<file path="src/rtl/multiword_add_ctrl.sv">
// multiword_add_ctrl: wide add/subtract sequenced over one narrow adder.
// A SIZE-bit adder is reused CHUNKS times, least-significant chunk first,
// with a carry register linking consecutive chunks. Results are registered
// when the last chunk completes and are presented during the DONE cycle.
module multiword_add_ctrl #(
    parameter int SIZE   = 4,
    parameter int CHUNKS = 4
) (
    input  logic                   clk,
    input  logic                   rst,
    input  logic                   start,
    input  logic                   sub,
    input  logic [SIZE*CHUNKS-1:0] a,
    input  logic [SIZE*CHUNKS-1:0] b,
    input  logic                   cin,
    output logic                   busy,
    output logic                   done,
    output logic [SIZE*CHUNKS-1:0] sum,
    output logic                   cout,
    output logic                   ovf
);

    localparam int W    = SIZE * CHUNKS;
    localparam int IDXW = (CHUNKS > 1) ? $clog2(CHUNKS) : 1;

    typedef enum logic [1:0] {
        IDLE = 2'd0,
        RUN  = 2'd1,
        DONE = 2'd2
    } state_t;

    state_t            state_q, state_d;
    logic [IDXW-1:0]   idx_q, idx_d;
    logic [W-1:0]      opa_q, opa_d;
    logic [W-1:0]      opb_q, opb_d;
    logic [W-1:0]      res_q, res_d;
    logic [W-1:0]      sum_q, sum_d;
    logic              carry_q, carry_d;
    logic              cout_q, cout_d;
    logic              ovf_q, ovf_d;

    logic [SIZE-1:0]   ch_a;
    logic [SIZE-1:0]   ch_b;
    logic [SIZE:0]     ch_full;
    logic [SIZE-1:0]   ch_sum;
    logic              ch_co;
    logic              ch_cmsb;
    logic              last_chunk;

    // Chunk selection and the shared SIZE-bit adder.
    assign ch_a       = opa_q[int'(idx_q)*SIZE +: SIZE];
    assign ch_b       = opb_q[int'(idx_q)*SIZE +: SIZE];
    assign ch_full    = {1'b0, ch_a} + {1'b0, ch_b} + {{SIZE{1'b0}}, carry_q};
    assign ch_sum     = ch_full[SIZE-1:0];
    assign ch_co      = ch_full[SIZE];
    // Carry into the chunk MSB, recovered from the MSB sum bit.
    assign ch_cmsb    = ch_a[SIZE-1] ^ ch_b[SIZE-1] ^ ch_sum[SIZE-1];
    assign last_chunk = (idx_q == IDXW'(CHUNKS - 1));

    // Next-state and datapath update for the IDLE/RUN/DONE sequencer.
    always_comb begin
        state_d = state_q;
        idx_d   = idx_q;
        opa_d   = opa_q;
        opb_d   = opb_q;
        carry_d = carry_q;
        res_d   = res_q;
        sum_d   = sum_q;
        cout_d  = cout_q;
        ovf_d   = ovf_q;
        case (state_q)
            IDLE: begin
                if (start) begin
                    opa_d   = a;
                    // Subtract as A + ~B + 1: invert B and force carry-in.
                    opb_d   = sub ? ~b : b;
                    carry_d = sub ? 1'b1 : cin;
                    idx_d   = '0;
                    state_d = RUN;
                end
            end
            RUN: begin
                res_d[int'(idx_q)*SIZE +: SIZE] = ch_sum;
                carry_d = ch_co;
                if (last_chunk) begin
                    sum_d   = res_d;
                    cout_d  = ch_co;
                    ovf_d   = ch_cmsb ^ ch_co;
                    state_d = DONE;
                end else begin
                    idx_d = idx_q + IDXW'(1);
                end
            end
            DONE: begin
                state_d = IDLE;
            end
            default: begin
                state_d = IDLE;
            end
        endcase
    end

    // Control, carry and result registers with synchronous reset.
    always_ff @(posedge clk) begin
        if (rst) begin
            state_q <= IDLE;
            idx_q   <= '0;
            carry_q <= 1'b0;
            res_q   <= '0;
            sum_q   <= '0;
            cout_q  <= 1'b0;
            ovf_q   <= 1'b0;
        end else begin
            state_q <= state_d;
            idx_q   <= idx_d;
            carry_q <= carry_d;
            res_q   <= res_d;
            sum_q   <= sum_d;
            cout_q  <= cout_d;
            ovf_q   <= ovf_d;
        end
    end

    // Operand latches; only meaningful after an accept, so no reset.
    always_ff @(posedge clk) begin
        opa_q <= opa_d;
        opb_q <= opb_d;
    end

    assign busy = (state_q != IDLE);
    assign done = (state_q == DONE);
    assign sum  = sum_q;
    assign cout = cout_q;
    assign ovf  = ovf_q;

endmodule
</file>
<file path="config.mk">
export PLATFORM = sky130hd
export DESIGN_NAME = multiword_add_ctrl
export DESIGN_NICKNAME = d
export VERILOG_FILES = /design/src/rtl/multiword_add_ctrl.sv
export SDC_FILE = /design/constraint.sdc
export NUM_CORES = 1
export LEC_CHECK = 0
export BUFFER_PORTS_ARGS = -buffer_cell sky130_fd_sc_hd__buf_2
export CAP_MARGIN = 20
export CORE_MARGIN = 4
export CORE_UTILIZATION = 31
export CTS_BUF_LIST = sky130_fd_sc_hd__clkbuf_4 sky130_fd_sc_hd__clkbuf_8
export DETAILED_ROUTE_END_ITERATION = 6
export GPL_ROUTABILITY_DRIVEN = 1
export PLACE_DENSITY_LB_ADDON = 0.08
export SYNTH_ARGS = -nofsm -noshare
export SYNTH_HDL_FRONTEND = slang
export SYNTH_SLANG_ARGS = --single-unit
</file>
<file path="constraint.sdc">
create_clock -name clk -period 6.8 [get_ports clk]
set_input_delay 0.34 -clock clk [delete_from_list [all_inputs] [get_ports clk]]
set_output_delay 0.34 -clock clk [all_outputs]
set_load 0.05 [all_outputs]
</file>
==> results of run 1 <==
[stage by stage]
stage | hold slack [ns] | instances
4_1_cts | 0.147 | 476
3_3_place_gp | 0.469 | 461
3_5_place_dp | 0.478 | 461
2_1_floorplan | 0.439 | 282
6_report | 0.166 | 476
5_1_grt | 0.136 | 476
[state kept, by name, summed over array words and instances, names as in the netlist]
signal / flops
state_q: 2
ovf: 1
carry_q: 1
opb_q: 16
sum: 16
res_q: 16
cout: 1
opa_q: 16
idx_q: 2
[per-layer routing]
| layer | GRT usage [%] | up-vias | part of all wire, % |
|---|---|---|---|
| met1 | 15.5 | 1055 | 46 |
| met5 | 0 | - | 0 |
| li1 | - | 1134 | - |
| met2 | 20.0 | 64 | 47 |
| met4 | 3.33 | 0 | 1.0 |
| met3 | 4.51 | 7 | 6.1 |
[synth_stat cells (6+ instances only)]
library cell | n | area share, %
dfxtp_1 | 39 | 23
nor2_1 | 37 | 4.2
edfxtp_1 | 32 | 29
xor2_1 | 17 | 4.5
inv_1 | 14 | 1.6
a211oi_1 | 11 | 2.5
a21oi_1 | 11 | 1.7
nand2_1 | 10 | 1.1
ha_1 | 9 | 3.4
mux4_1 | 8 | 6.3
o21ai_0 | 8 | 1.2
a221oi_1 | 6 | 1.6
a22oi_1 | 6 | 1.4
buf_2 | 6 | 0.90
nor3_1 | 6 | 0.90
[cells in the final DEF, fill, tap and decap left out, drive strengths merged, types with 2 or more instances in the layout]
cell type / count
clkbuf: 9
and3: 2
a22oi: 6
inv: 15
a32oi: 2
and2b: 2
nor4: 2
a211oi: 14
clkinv: 3
xor2: 18
a31oi: 2
nor3b: 2
nand3: 4
buf: 58
nor2: 37
ha: 9
nand2: 11
nor3: 9
dfxtp: 39
a221oi: 7
clkinvlp: 3
nand2b: 2
fa: 2
nor2b: 4
edfxtp: 32
o21ai: 9
o221ai: 3
mux4: 8
a21oi: 14
[cell type report]
class                           instances  area (um^2)
Clock buffer                            9          124
Clock inverter                          6         62.6
Fill cell                            1030         6520
Inverter                               16         60.1
Multi-Input combinational cell        180         1450
Sequential cell                        71         1740
Tap cell                              136          170
Timing Repair Buffer                   58          295
[report_power, final]
part,leakage (nW),internal (mW),switching [mW]
Clock,0.0871,0.166,0.162
Sequential,0.621,0.469,0.0111
Combinational,0.810,0.0522,0.0812
Total,1.52,0.687,0.254
[critical path: stages, from the launching register on]
cell and delay, ns:
dfxtp_1 0.89, mux4_1 0.67, fa_1 0.43, inv_1 0.08, fa_1 0.45, nor2_1 0.14, and3_1 0.17, a21oi_1 0.05
a211oi_1 0.24
[logic make-up (layout without fill, tap and decap cells)]
| kind of cell | count (synthesis) | in the layout | share of synthesized area [%] |
|---|---|---|---|
| adders and majority gates | 11 | 11 | 4.58 |
| buffers and inverters | 31 | 89 | 4.39 |
| xor gates and xnor gates | 19 | 19 | 5.22 |
| muxes | 10 | 10 | 6.95 |
| DFF | 71 | 71 | 52.3 |
| and+or+nand+nor | 79 | 79 | 13.0 |
| AOI/OAI and AO/OA | 61 | 61 | 13.6 |
[path summary, 6_finish.rpt]
| check | end | start | depth (start not counted) | slack, ns |
|---|---|---|---|---|
| worst min-delay path | opa_q[14] | a[14] | 1 | 0.17 |
| worst min register to register | res_q[11] | res_q[11] | 2 | 0.48 |
| worst max-delay path | res_q[9] | idx_q[0] | 8 | 3.59 |
| worst max register to register | res_q[9] | idx_q[0] | 8 | 3.59 |
==> flow_summary_export.csv, run 1 <==
group,metric,value,unit
synthesis,synth.distinct_cells,53,
synthesis,ys.flop_type,"dfxtp_1",
cells_and_area,diodes,0,
sta,worstMarginPinSlew,0.862,ns
global_route,grt_use_total,12.3,%
sta,slew_violations,0,
setup_path,crit_type,"reg -> reg",
cts,h-tree-depth,3,
placed_design,gp_congestion,0.780,
power,report.power.total,941,uW
die,start_util,32.0,%
cts,numCtsBuffers,9,
sta,setup_viol,0,
cts,root_buffer,"clkbuf_8",
global_route,antenna_found_initial,0,
synthesis,syn_inst,282,
cells_and_area,post-route-cell-area,0.00390,mm^2
setup_path,worstPathArrival,3.46,ns
status,outcome,"finished, final reports clean",
die,fp.dieH,112,um
sta,fin_skew,0.00830,ns
sta,max_freq,0.312,GHz
global_route,grt_pass1_vias,2388,
cells_and_area,area_growth,17.0,%
placed_design,pre_cts_slack,3.57,ns
drt,avgViaCountPerCell,4.75,
synthesis,syn_area,0.00333,mm^2
power,power.density,241,mW/mm^2
global_route,grt-ovfl-total,0,
setup_path,crit_path_end_kind,"flop",
synthesis,syn_area_per_cell,11.8,um^2
synthesis,yosys_register_bits,71,
die,die_w,112,um
setup_path,crit_required,7.06,ns
cts,cts_hold_repair.buffers,0,
drt,drt-pass1-iter-count,4,
drt,wl_per_cell,15.2,um
placed_design,placed_cell_area,0.00371,mm^2
drt,antenna_left,0,
sta,final_hold_viol_count,0,
sta,fin_setup_tns,0,ns
synthesis,synth-edff-count,32,
cts,clock-sinks,71,
die,placementRows,37,
job,drv_cap,0,
hold_path,worstHoldPathType,"in -> reg",
setup_path,critPathMaxFanout,16,
cts,clk_latency,0.34,ns
synthesis,syn_nets,330,
power,p_leak,1.52,nW
sta,period_share,47.2,%
cts,cts_buffer_depth,2,
cts,cts_tree,"yes",
sta,rsz0062_at_grt,"false",
synthesis,yosysWarnings,0,
power,vdd_drop_max,0.0933,mV
global_route,grt_max_degree,34,
die,ios,57,
die,coreArea,0.0104,mm^2
global_route,grt_pass1_wl,12.2,mm
setup_path,startpoint_type,"flop",
cts,postCtsResizedCells,0,
synthesis,synth.yosys.seq_area_share,52.3,%
placed_design,portBuffers,56,
synthesis,async_flop_share,0,%
cts,clk_pin_slew,0.08,ns
drt,dr.first_iter.drc_count,82,
cells_and_area,post-route-util,37.4,%
cts,postCtsSetupBuffers,0,
sta,slew_headroom,42.4,%
drt,routed_wirelength,7.23,mm
sta,fin_crit,3.21,ns
die,die_area,0.0125,mm^2
placed_design,hpwl,5.00,mm
drt,drc,0,
cells_and_area,final_net_count,384,
cells_and_area,drive_gt1_share,27.4,%
drt,vias,2260,
sta,fin_ws,3.59,ns
No activity file was read; power rests on OpenSTA's default activity.
==> run 2: changes to the inputs <==
==> constraint.sdc (replaced) <==
create_clock -name clk -period 2.65 [get_ports clk]
set_input_delay 0.1325 -clock clk [delete_from_list [all_inputs] [get_ports clk]]
set_output_delay 0.1325 -clock clk [all_outputs]
set_load 0.05 [all_outputs]
==> run 2 against run 1 <==
Clock power increased to 3.5 times the previous value. Die area unchanged. Final cell count increased by 5.5%. Sequential power increased to 2.5 times the previous value. Critical path depth unchanged. Via count increased by 3.2%. Clock-buffer cell count increased by 1. Highest routed layer unchanged. Final area increased by 8.1%. Worst hold slack got worse by 0.084 ns. Clock skew increased by 0.0021 ns. Register-to-register slack got worse by 3.4 ns. Setup slack got worse by 3.4 ns.
==> flow_summary_export.csv, run 2 (synthesis gave the netlist of run 1 again) <==
group,metric,value,unit
power,p_leak,1.67,nW
job,drv_cap,0,
drt,avgViaCountPerCell,4.65,
cts,numCtsBuffers,9,
cells_and_area,area_growth,26.5,%
cts,postCtsSetupBuffers,0,
cells_and_area,diodes,0,
sta,final_hold_viol_count,0,
die,start_util,32.0,%
placed_design,gp_congestion,0.747,
global_route,grt_use_total,12.3,%
sta,setup_viol,0,
global_route,grt_max_degree,34,
hold_path,worstHoldPathType,"in -> reg",
cts,cts_buffer_depth,2,
die,placementRows,37,
global_route,antenna_found_initial,0,
cts,clock-sinks,71,
sta,fin_setup_tns,0,ns
die,coreArea,0.0104,mm^2
die,die_area,0.0125,mm^2
cts,root_buffer,"clkbuf_8",
cells_and_area,final_cells,502,
setup_path,crit_path_end_kind,"flop",
setup_path,startpoint_type,"flop",
cts,clk_pin_slew,0.08,ns
cells_and_area,layout_commonest_cell,"buf_2",
power,report.power.total,2.78,mW
global_route,grt-ovfl-total,0,
die,ios,57,
cells_and_area,final_net_count,409,
sta,holdWs,0.0823,ns
drt,routed_wirelength,7.40,mm
drt,antenna_left,0,
drt,drt-pass1-iter-count,4,
global_route,grt_pass1_wl,12.2,mm
cts,cts_tree,"yes",
placed_design,pre_cts_slack,0.0532,ns
cells_and_area,mostFrequentLayoutCells,"buf_2, dfxtp_1, nor2_1",
setup_path,crit_required,2.90,ns
placed_design,portBuffers,56,
global_route,grt_pass1_vias,2384,
drt,wl_per_cell,14.7,um
sta,max_freq,0.403,GHz
setup_path,crit_type,"reg -> reg",
sta,slew_violations,0,
sta,fin_ws,0.170,ns
setup_path,critPathMaxFanout,8,
placed_design,hpwl,5.16,mm
die,die_w,112,um
sta,fin_crit,2.48,ns
power,power.density,660,mW/mm^2
placed_design,dp_cells,470,
cts,h-tree-depth,3,
sta,rsz0062_at_grt,"false",
power,vdd_drop_max,0.238,mV
drt,drc,0,
cells_and_area,fillCellCount,1033,
die,fp.dieH,112,um
setup_path,worstPathArrival,2.73,ns
sta,worstMarginPinSlew,0.575,ns
drt,dr.first_iter.drc_count,69,
status,outcome,"finished, final reports clean",
cts,clk_latency,0.34,ns
drt,vias,2332,
sta,slew_headroom,61.7,%
sta,fin_skew,0.0104,ns
cells_and_area,drive_gt1_share,29.8,%
sta,period_share,93.6,%
[run 2: cell types whose count changed in the layout (fill, tap and decap cells not counted), sizes merged]
cell | before | now
clkinvlp | 3 | 0
buf | 58 | 67
bufinv | 1 | 4
clkbuf | 9 | 10
dlygate4sd3 | 0 | 16
[run 2: routing by layer]
metal	global-route usage, %	up-vias	part of all wire (%)
met4	3.65	0	1.2
li1	-	1183	-
met2	20.9	60	49
met1	15.4	1081	46
met3	3.32	8	4.5
met5	0	-	0
[run 2: metrics by stage]
stage / utilization (%) / area, um^2
6_report: 40.5 / 4220
3_3_place_gp: 36.3 / 3780
4_1_cts: 40.4 / 4210
2_1_floorplan: - / 3340
5_1_grt: 40.5 / 4220
3_5_place_dp: 36.3 / 3780
[run 2: timing repair]
action | CTS | global route
hold buffers | 16 | 0
resized for setup | 0 | 6
endpoints found under the hold margin | 16 | 0
endpoints found under the setup margin | 0 | 4
[run 2: area by class of cell]
type / instances / area, um^2 / share of cell area, %
Sequential cell: 71 / 1750 / 41.4
Multi-Input combinational cell: 180 / 1450 / 34.5
Timing Repair Buffer: 83 / 523 / 12.4
Tap cell: 136 / 170 / 4.04
Clock inverter: 6 / 133 / 3.15
Clock buffer: 10 / 131 / 3.12
Inverter: 16 / 60.1 / 1.42
[run 2: power by group]
part	switching, mW	internal [mW]	leakage [nW]	total [mW]
Combinational	0.229	0.182	0.914	0.410
Clock	0.418	0.730	0.132	1.15
Sequential	0.0217	1.20	0.622	1.22
Total	0.668	2.11	1.67	2.78
[run 2: critical path, cell delays in order (launching register included)]
cell and delay [ns]:
dfxtp_4 0.37, buf_4 0.19, mux4_1 0.62, ha_1 0.32, a21o_1 0.20, a21oi_2 0.22, xor2_2 0.08, buf_4 0.18
a211oi_1 0.22
[run 2: worst paths after layout]
path         startpoint         to  slack [ns]  cells after the start
max            idx_q[0]     sum[3]        0.17                      8
min reg2reg   res_q[11]  res_q[11]        0.49                      2
max reg2reg    idx_q[0]     sum[3]        0.17                      8
min                b[3]   opb_q[3]        0.08                      2
